<file path="src/rtl/keystone_pkg.sv">
// Shared types for the keystone video stream: beat payload and transmit FSM states.
// Beat layout is {data, user(SOF), last(EOL)}.
package keystone_pkg;
  localparam int PIX_DATA_W = 64;
  localparam int DIM_W      = 12;

  typedef struct packed {
    logic [PIX_DATA_W-1:0] data;
    logic                  user;
    logic                  last;
  } axis_beat_t;

  typedef enum logic [1:0] {
    IDLE   = 2'd0,
    ACTIVE = 2'd1,
    DRAIN  = 2'd2
  } tx_state_t;
endpackage

</file>
<file path="src/rtl/axis_skid_buffer.sv">
// Two-entry skid buffer (output register + overflow register); latency 1, 1 beat/cycle.
// in_ready is registered: drops once the overflow slot fills under out_ready=0.
module axis_skid_buffer
  import keystone_pkg::*;
#(
  parameter type T = axis_beat_t
) (
  input  logic clock,
  input  logic reset,
  input  logic clock_en,
  input  logic in_valid,
  output logic in_ready,
  input  T     in_beat,
  output logic out_valid,
  input  logic out_ready,
  output T     out_beat,
  output logic empty
);
  T     r_out;
  T     r_skid;
  logic r_out_vld;
  logic r_skid_vld;
  logic w_push;

  assign in_ready  = ~r_skid_vld;
  assign out_valid = r_out_vld;
  assign out_beat  = r_out;
  assign empty     = ~r_out_vld;
  assign w_push    = in_valid & ~r_skid_vld & clock_en;

  always_ff @(posedge clock or posedge reset) begin
    if (reset) begin
      r_out      <= '0;
      r_skid     <= '0;
      r_out_vld  <= 1'b0;
      r_skid_vld <= 1'b0;
    end else if (clock_en) begin
      if (!r_out_vld || out_ready) begin
        // Output slot frees up: refill from overflow first to keep order.
        if (r_skid_vld) begin
          r_out      <= r_skid;
          r_out_vld  <= 1'b1;
          r_skid_vld <= 1'b0;
        end else begin
          r_out_vld <= w_push;
          if (w_push) r_out <= in_beat;
        end
      end else if (w_push) begin
        r_skid     <= in_beat;
        r_skid_vld <= 1'b1;
      end
    end
  end
endmodule

</file>
<file path="src/rtl/axis_video_tx.sv">
// Frames upstream pixel beats into tuser/tlast-tagged AXI-Stream video; one frame per start.
// Stream outputs come from the skid buffer (latency 1); pix_ready_out follows skid space.
module axis_video_tx #(
  parameter int DATA_W = 64,
  parameter int DIM_W  = 12
) (
  input  logic              clock,
  input  logic              reset,
  input  logic              clock_en,
  input  logic [DIM_W-1:0]  cfg_width_beats,
  input  logic [DIM_W-1:0]  cfg_height_lines,
  input  logic              start,
  input  logic [DATA_W-1:0] pix_data_in,
  input  logic              pix_valid_in,
  output logic              pix_ready_out,
  output logic [DATA_W-1:0] tdata_out,
  output logic              tvalid_out,
  input  logic              tready_in,
  output logic              tuser_out,
  output logic              tlast_out,
  output logic              busy,
  output logic              frame_done
);
  import keystone_pkg::*;

  tx_state_t        r_state;
  logic [DIM_W-1:0] r_col;
  logic [DIM_W-1:0] r_line;
  logic [DIM_W-1:0] r_width;
  logic [DIM_W-1:0] r_height;
  logic             r_frame_done;

  axis_beat_t w_in_beat;
  axis_beat_t w_out_beat;
  logic       w_skid_in_rdy;
  logic       w_skid_empty;
  logic       w_push;
  logic       w_pop;
  logic       w_col_last;
  logic       w_line_last;

  assign w_col_last    = (r_col == r_width - DIM_W'(1));
  assign w_line_last   = (r_line == r_height - DIM_W'(1));
  assign pix_ready_out = (r_state == ACTIVE) & w_skid_in_rdy;
  assign w_push        = pix_valid_in & pix_ready_out & clock_en;
  assign w_pop         = tvalid_out & tready_in & clock_en;

  assign w_in_beat.data = pix_data_in;
  assign w_in_beat.user = (r_col == '0) && (r_line == '0);
  assign w_in_beat.last = w_col_last;

  axis_skid_buffer #(.T(axis_beat_t)) u_skid (
    .clock     (clock),
    .reset     (reset),
    .clock_en  (clock_en),
    .in_valid  (pix_valid_in & (r_state == ACTIVE)),
    .in_ready  (w_skid_in_rdy),
    .in_beat   (w_in_beat),
    .out_valid (tvalid_out),
    .out_ready (tready_in),
    .out_beat  (w_out_beat),
    .empty     (w_skid_empty)
  );

  assign tdata_out  = w_out_beat.data;
  assign tuser_out  = w_out_beat.user;
  assign tlast_out  = w_out_beat.last;
  assign busy       = (r_state != IDLE) | ~w_skid_empty;
  assign frame_done = r_frame_done;

  always_ff @(posedge clock or posedge reset) begin
    if (reset) begin
      r_state      <= IDLE;
      r_col        <= '0;
      r_line       <= '0;
      r_width      <= '0;
      r_height     <= '0;
      r_frame_done <= 1'b0;
    end else if (clock_en) begin
      r_frame_done <= 1'b0;
      case (r_state)
        IDLE: begin
          if (start && (cfg_width_beats != '0) && (cfg_height_lines != '0)) begin
            r_width  <= cfg_width_beats;
            r_height <= cfg_height_lines;
            r_col    <= '0;
            r_line   <= '0;
            r_state  <= ACTIVE;
          end
        end
        ACTIVE: begin
          if (w_push) begin
            if (w_col_last) begin
              r_col <= '0;
              if (w_line_last) r_state <= DRAIN;
              else             r_line  <= r_line + DIM_W'(1);
            end else begin
              r_col <= r_col + DIM_W'(1);
            end
          end
        end
        DRAIN: begin
          // Popping while the overflow slot is empty means the final beat leaves now.
          if (w_pop && w_skid_in_rdy) begin
            r_state      <= IDLE;
            r_frame_done <= 1'b1;
          end
        end
        default: r_state <= IDLE;
      endcase
    end
  end
endmodule
</file>
<file path="config.mk">
export PLATFORM = sky130hd
export DESIGN_NAME = axis_video_tx
export DESIGN_NICKNAME = d
export VERILOG_FILES = /design/src/rtl/keystone_pkg.sv /design/src/rtl/axis_skid_buffer.sv /design/src/rtl/axis_video_tx.sv
export SDC_FILE = /design/constraint.sdc
export NUM_CORES = 1
export LEC_CHECK = 0
export CAP_MARGIN = 20
export CORE_MARGIN = 3
export CORE_UTILIZATION = 45
export CTS_BUF_LIST = sky130_fd_sc_hd__clkbuf_8
export CTS_CLUSTER_DIAMETER = 30
export DETAILED_ROUTE_END_ITERATION = 6
export GPL_TIMING_DRIVEN = 0
export PLACE_DENSITY = 0.69
export SLEW_MARGIN = 25
export SYNTH_ARGS = -nofsm -noshare
export SYNTH_HDL_FRONTEND = slang
export SYNTH_SLANG_ARGS = --single-unit
</file>
<file path="constraint.sdc">
create_clock -name clock -period 9.3 [get_ports clock]
set_input_delay 2.325 -clock clock [delete_from_list [all_inputs] [get_ports clock]]
set_output_delay 2.325 -clock clock [all_outputs]
set_load 0.03 [all_outputs]
</file>
==> out/qor_table.md <==
| Item | This run |
|:---|:---|
| Layout cells sized above 1 | 0.123 |
| Overall track demand over capacity in global routing | 0.203 |
| Multi-input combinational cell area | 3990 sq um |
| CP max stage cell | clkbuf_1 |
| TritonCTS clock tree | yes |
| DIE AREA | 21400 sq um |
| Worst Hold End | u_skid.out_beat[30] |
| Yosys warnings | 0 |
| Crit end category | output pin |
| Headroom to the max-slew limit | 0.471 |
| Max incr delay on CP | 0.67 ns |
| Vertical extent of the die | 146 um |
| Share of synthesized cell area in full adder, half adder and majority cells | 0.00847 |
| Resized cells post-CTS | 0 |
| Number of instances in the synthesized netlist | 831 |
| Clock network fraction of total power | 0.213 |
| Total grt overflow | 0 |
| Fraction of synthesized cell area in xor and xnor cells | 0.0336 |
| Worst reg2reg path depth | 10 |
| Unrepaired setup endpoints after global routing | false |
| Most repeated cell in the gate-level netlist after synthesis | dfrtp_1 |
| Beginning of the worst register-to-register path | r_width[0] |
| Most numerous cell on the critical path | clkbuf_1 |
| Width of the die | 146 um |
| Beginning of the worst hold path | u_skid.out_beat[30] |
| Post-detailed-route count of antenna-violating nets | 0 |
| Worst reg2reg endpoint | r_line[8] |
| Fin. Hold Viols | 0 |
| Number of buffers added by the clock tree synthesis step | 17 |
| Crit path max fanout | 10 |
| Final WL | 21200 um |
| Count of cell types in the netlist | 67 |
| Proportion of synthesized area in mux cells | 0.158 |
| Drt wl/cell | 16.4 um |
| Most area-consuming cells after synthesis | dfrtp_1 52%, mux2_2 8.5%, mux2i_1 7.3% |
| Clock Tree Root | clkbuf_8 |
| Largest net degree at the start of global routing | 97 |
| Number of buffers added to fix hold violations after cts | 0 |
| Series of cell instances along the critical path | clkbuf_1 -> clkbuf_1 -> clkbuf_1 -> nor2_1 -> clkdlybuf4s50_1 |
| Post-route core utilization | 0.592 |
| Main synth FF type | dfrtp_1 |
| DRC marker count from the first detailed-route iteration | 381 |
| Placement-stage cell area | 10900 sq um |
| Clock sink count | 185 |
| R2r setup slk | 6.12 ns |
| Non-filler instance count after layout | 1288 |
| I/O pin total | 164 |
| Number of slew-limit violations in the final report | 0 |
| Worst-margin pin slew | 0.793 ns |
| Via count of the first global-routing pass | 6892 |
| Combined area of all synthesized cells | 8870 sq um |
| Hold Crit Class | flop to flop |
| Switching pwr | 0.923 mW |
| Post-DP HPWL | 15400 um |
| Top cells by count, synth | 185 x dfrtp_1, 153 x nand2_1, 81 x o21ai_0 |
| Number of input and output port buffers inserted | 163 |
| Biggest area consumer among synthesized cells | dfrtp_1 |
| NumNets Final | 1114 |
| Total setup violations reported at the end of the flow | 0 |
| Worst clock skew | 0.0276 ns |
| Pwr Density | 227 nW/um^2 |
| Insertion delay to the later sink of the worst-skew pair | 0.49 ns |
| Area of the core region | 19000 sq um |
| Layout Area Growth over Synthesis | 27.0% |
| Max Fclk | 0.180 GHz |
| Post-route DRC violation count | 0 |
| Number of buffers and inverters on the critical path | 4 |
| Cell leakage power | 4.91 nW |
| Required time of the critical path | 6.98 ns |
| Wire length of the first global-routing pass | 35300 um |
| Seq/Total Area, Yosys | 0.522 |
| Dominant delay contributor by cell family on the critical path | buffers and inverters |
| Fraction of power consumed by sequential logic | 0.456 |
| Cell depth of the worst min-delay path | 2 |
| Via-to-Cell Ratio | 5.21 |
| Post-CTS repair timing setup buffer count | 0 |
| Area taken by flip-flops and latches | 4630 sq um |
| Post-synthesis register bit count | 185 |
| Cell count after placement | 1255 |
| Post-route standard cell area excluding fillers | 11300 sq um |
| Fraction of power spent switching nets | 0.361 |
| Effective utilization at floorplan | 0.466 |
| Longest Clk Path Bufs | 2 |
| Async set-reset flop share out of synthesis | 1.00 |
| Worst setup path startpoint | u_skid.r_skid_vld |
| IR Drop Worst-Case VDD | 0.124 mV |
| Number of levels in the clock H-tree | 4 |
| Via count | 6710 |
| Post-route fraction of the period consumed by the critical path | 0.596 |
| Clock slew at the register clock pins of the worst setup and hold paths | 0.11 ns |
| First drt pass iteration count | 7 |
| Post-synthesis simple-gate area fraction | 0.158 |
| Minimum clock period | 5.54 ns |
| Category of the worst setup path launch point | flop |
| Startpoint-to-endpoint class of the critical path | flop to output pin |
| Arrival time at the worst endpoint | 3.22 ns |
| Compound-gate portion of the synthesized area | 0.0906 |
| Std cell rows | 50 |
| Max-capacitance violation count | 0 |
| Final-layout fill cell count | 1674 |
| Combinational share of power | 0.331 |
| Placer's final routability congestion estimate | 0.817 |
| Internal Dissipation | 1.63 mW |
| Number of antenna violations at the first check in global routing | 1 |
| Number of enable-type register cells in the synthesized netlist | 0 |
| Combinational family with the most area after synthesis | multiplexers |
| Yosys top cell area share | 0.522 |
| Syn_area_per_cell | 10.7 sq um |
| Status | completed |
| Net count of the mapped netlist | 931 |
[cell families (layout without fill, tap and decap cells)]
group / count (synthesis) / after routing
AND/OR/NAND/NOR: 280 / 280
XOR/XNOR: 34 / 34
adder cells (fa/ha/maj): 6 / 6
other: 0 / 1
AO/OA/AOI/OAI: 135 / 135
flip-flops: 185 / 185
buffers and inverters: 59 / 255
multiplexers: 132 / 132
[power by group through the flow]
stage	sequential, mW	clock (mW)	combinational [mW]
after floorplan	1.31	0	0.386
after global placement	1.17	0	0.839
after detailed placement	1.18	0	0.855
after CTS	1.16	0.555	0.857
after global routing	1.19	0.586	0.927
final	1.16	0.542	0.846
[worst max-delay path by stage]
stage / cells past startpoint / to / slack, ns
after floorplan: 1 / frame_done / 1.95
after global placement: 2 / u_skid.out_beat[46] / -0.69
after detailed placement: 5 / pix_ready_out / 4.15
after CTS: 5 / pix_ready_out / 3.64
after global routing: 5 / pix_ready_out / 3.57
final: 5 / pix_ready_out / 3.76
[per-layer routing]
| metal | GRT usage | routed length (um) | part of all wire |
|---|---|---|---|
| met4 | 0.0734 | 561 | 0.026 |
| met5 | 0 | 0 | 0 |
| met1 | 0.265 | 9560 | 0.45 |
| met3 | 0.0621 | 1300 | 0.061 |
| met2 | 0.323 | 9760 | 0.46 |
[sequential cells by signal, indices dropped and copies added, names as in the netlist]
name / cells
r_line: 12
u_skid.r_skid: 66
u_skid.r_skid_vld: 1
r_col: 12
frame_done: 1
u_skid.out_beat: 66
r_width: 12
r_state: 2
r_height: 12
u_skid.out_valid: 1
[stage by stage]
step,TNS (ns),hold WS [ns],setup slack [ns],power (mW)
global placement,-123.61,0.461,-0.686,2.01
detailed placement,0,0.469,4.15,2.03
finish,0,0.489,3.76,2.55
CTS,0,0.493,3.64,2.58
global route,0,0.510,3.57,2.71
floorplan,0,0.450,1.95,1.70
[layout by cell type, fill, tap and decap left out, types with 5 or more instances in the layout]
master	count
nor2_1	19
and3_1	12
mux2i_1	65
xnor2_1	18
dfrtp_1	185
clkdlybuf4s50_1	163
or3_1	10
ha_1	6
o21ai_0	81
inv_1	15
nor2b_1	6
nand3_1	15
clkbuf_1	35
xor2_1	16
nor3_1	7
a31oi_1	6
mux2_2	67
a21oi_1	13
inv_8	8
nand2_1	153
nor4_1	15
or4_1	8
o21a_1	6
nand4_1	5
clkbuf_8	18
[worst reg2reg max path: stages (launching register included)]
cell       delay [ns]
dfrtp_1          0.46
inv_1            0.10
ha_1             0.27
or4b_1           0.48
a2111oi_0        0.41
o21a_1           0.20
o22ai_2          0.13
o21ai_4          0.29
nand2b_4         0.12
or4_1            0.51
a21oi_1          0.15
[cell type report]
| cell class | count | share of cell area |
|---|---|---|
| sequential | 185 | 0.411 |
| multi-input combinational | 587 | 0.354 |
| timing repair buffer | 164 | 0.147 |
| tap | 260 | 0.0289 |
| clock buffer | 17 | 0.0208 |
| buffer | 44 | 0.0173 |
| clock inverter | 15 | 0.0148 |
| inverter | 15 | 0.00567 |
| antenna | 1 | 0.000222 |
Note: power is estimated with default switching activity, not from simulation.
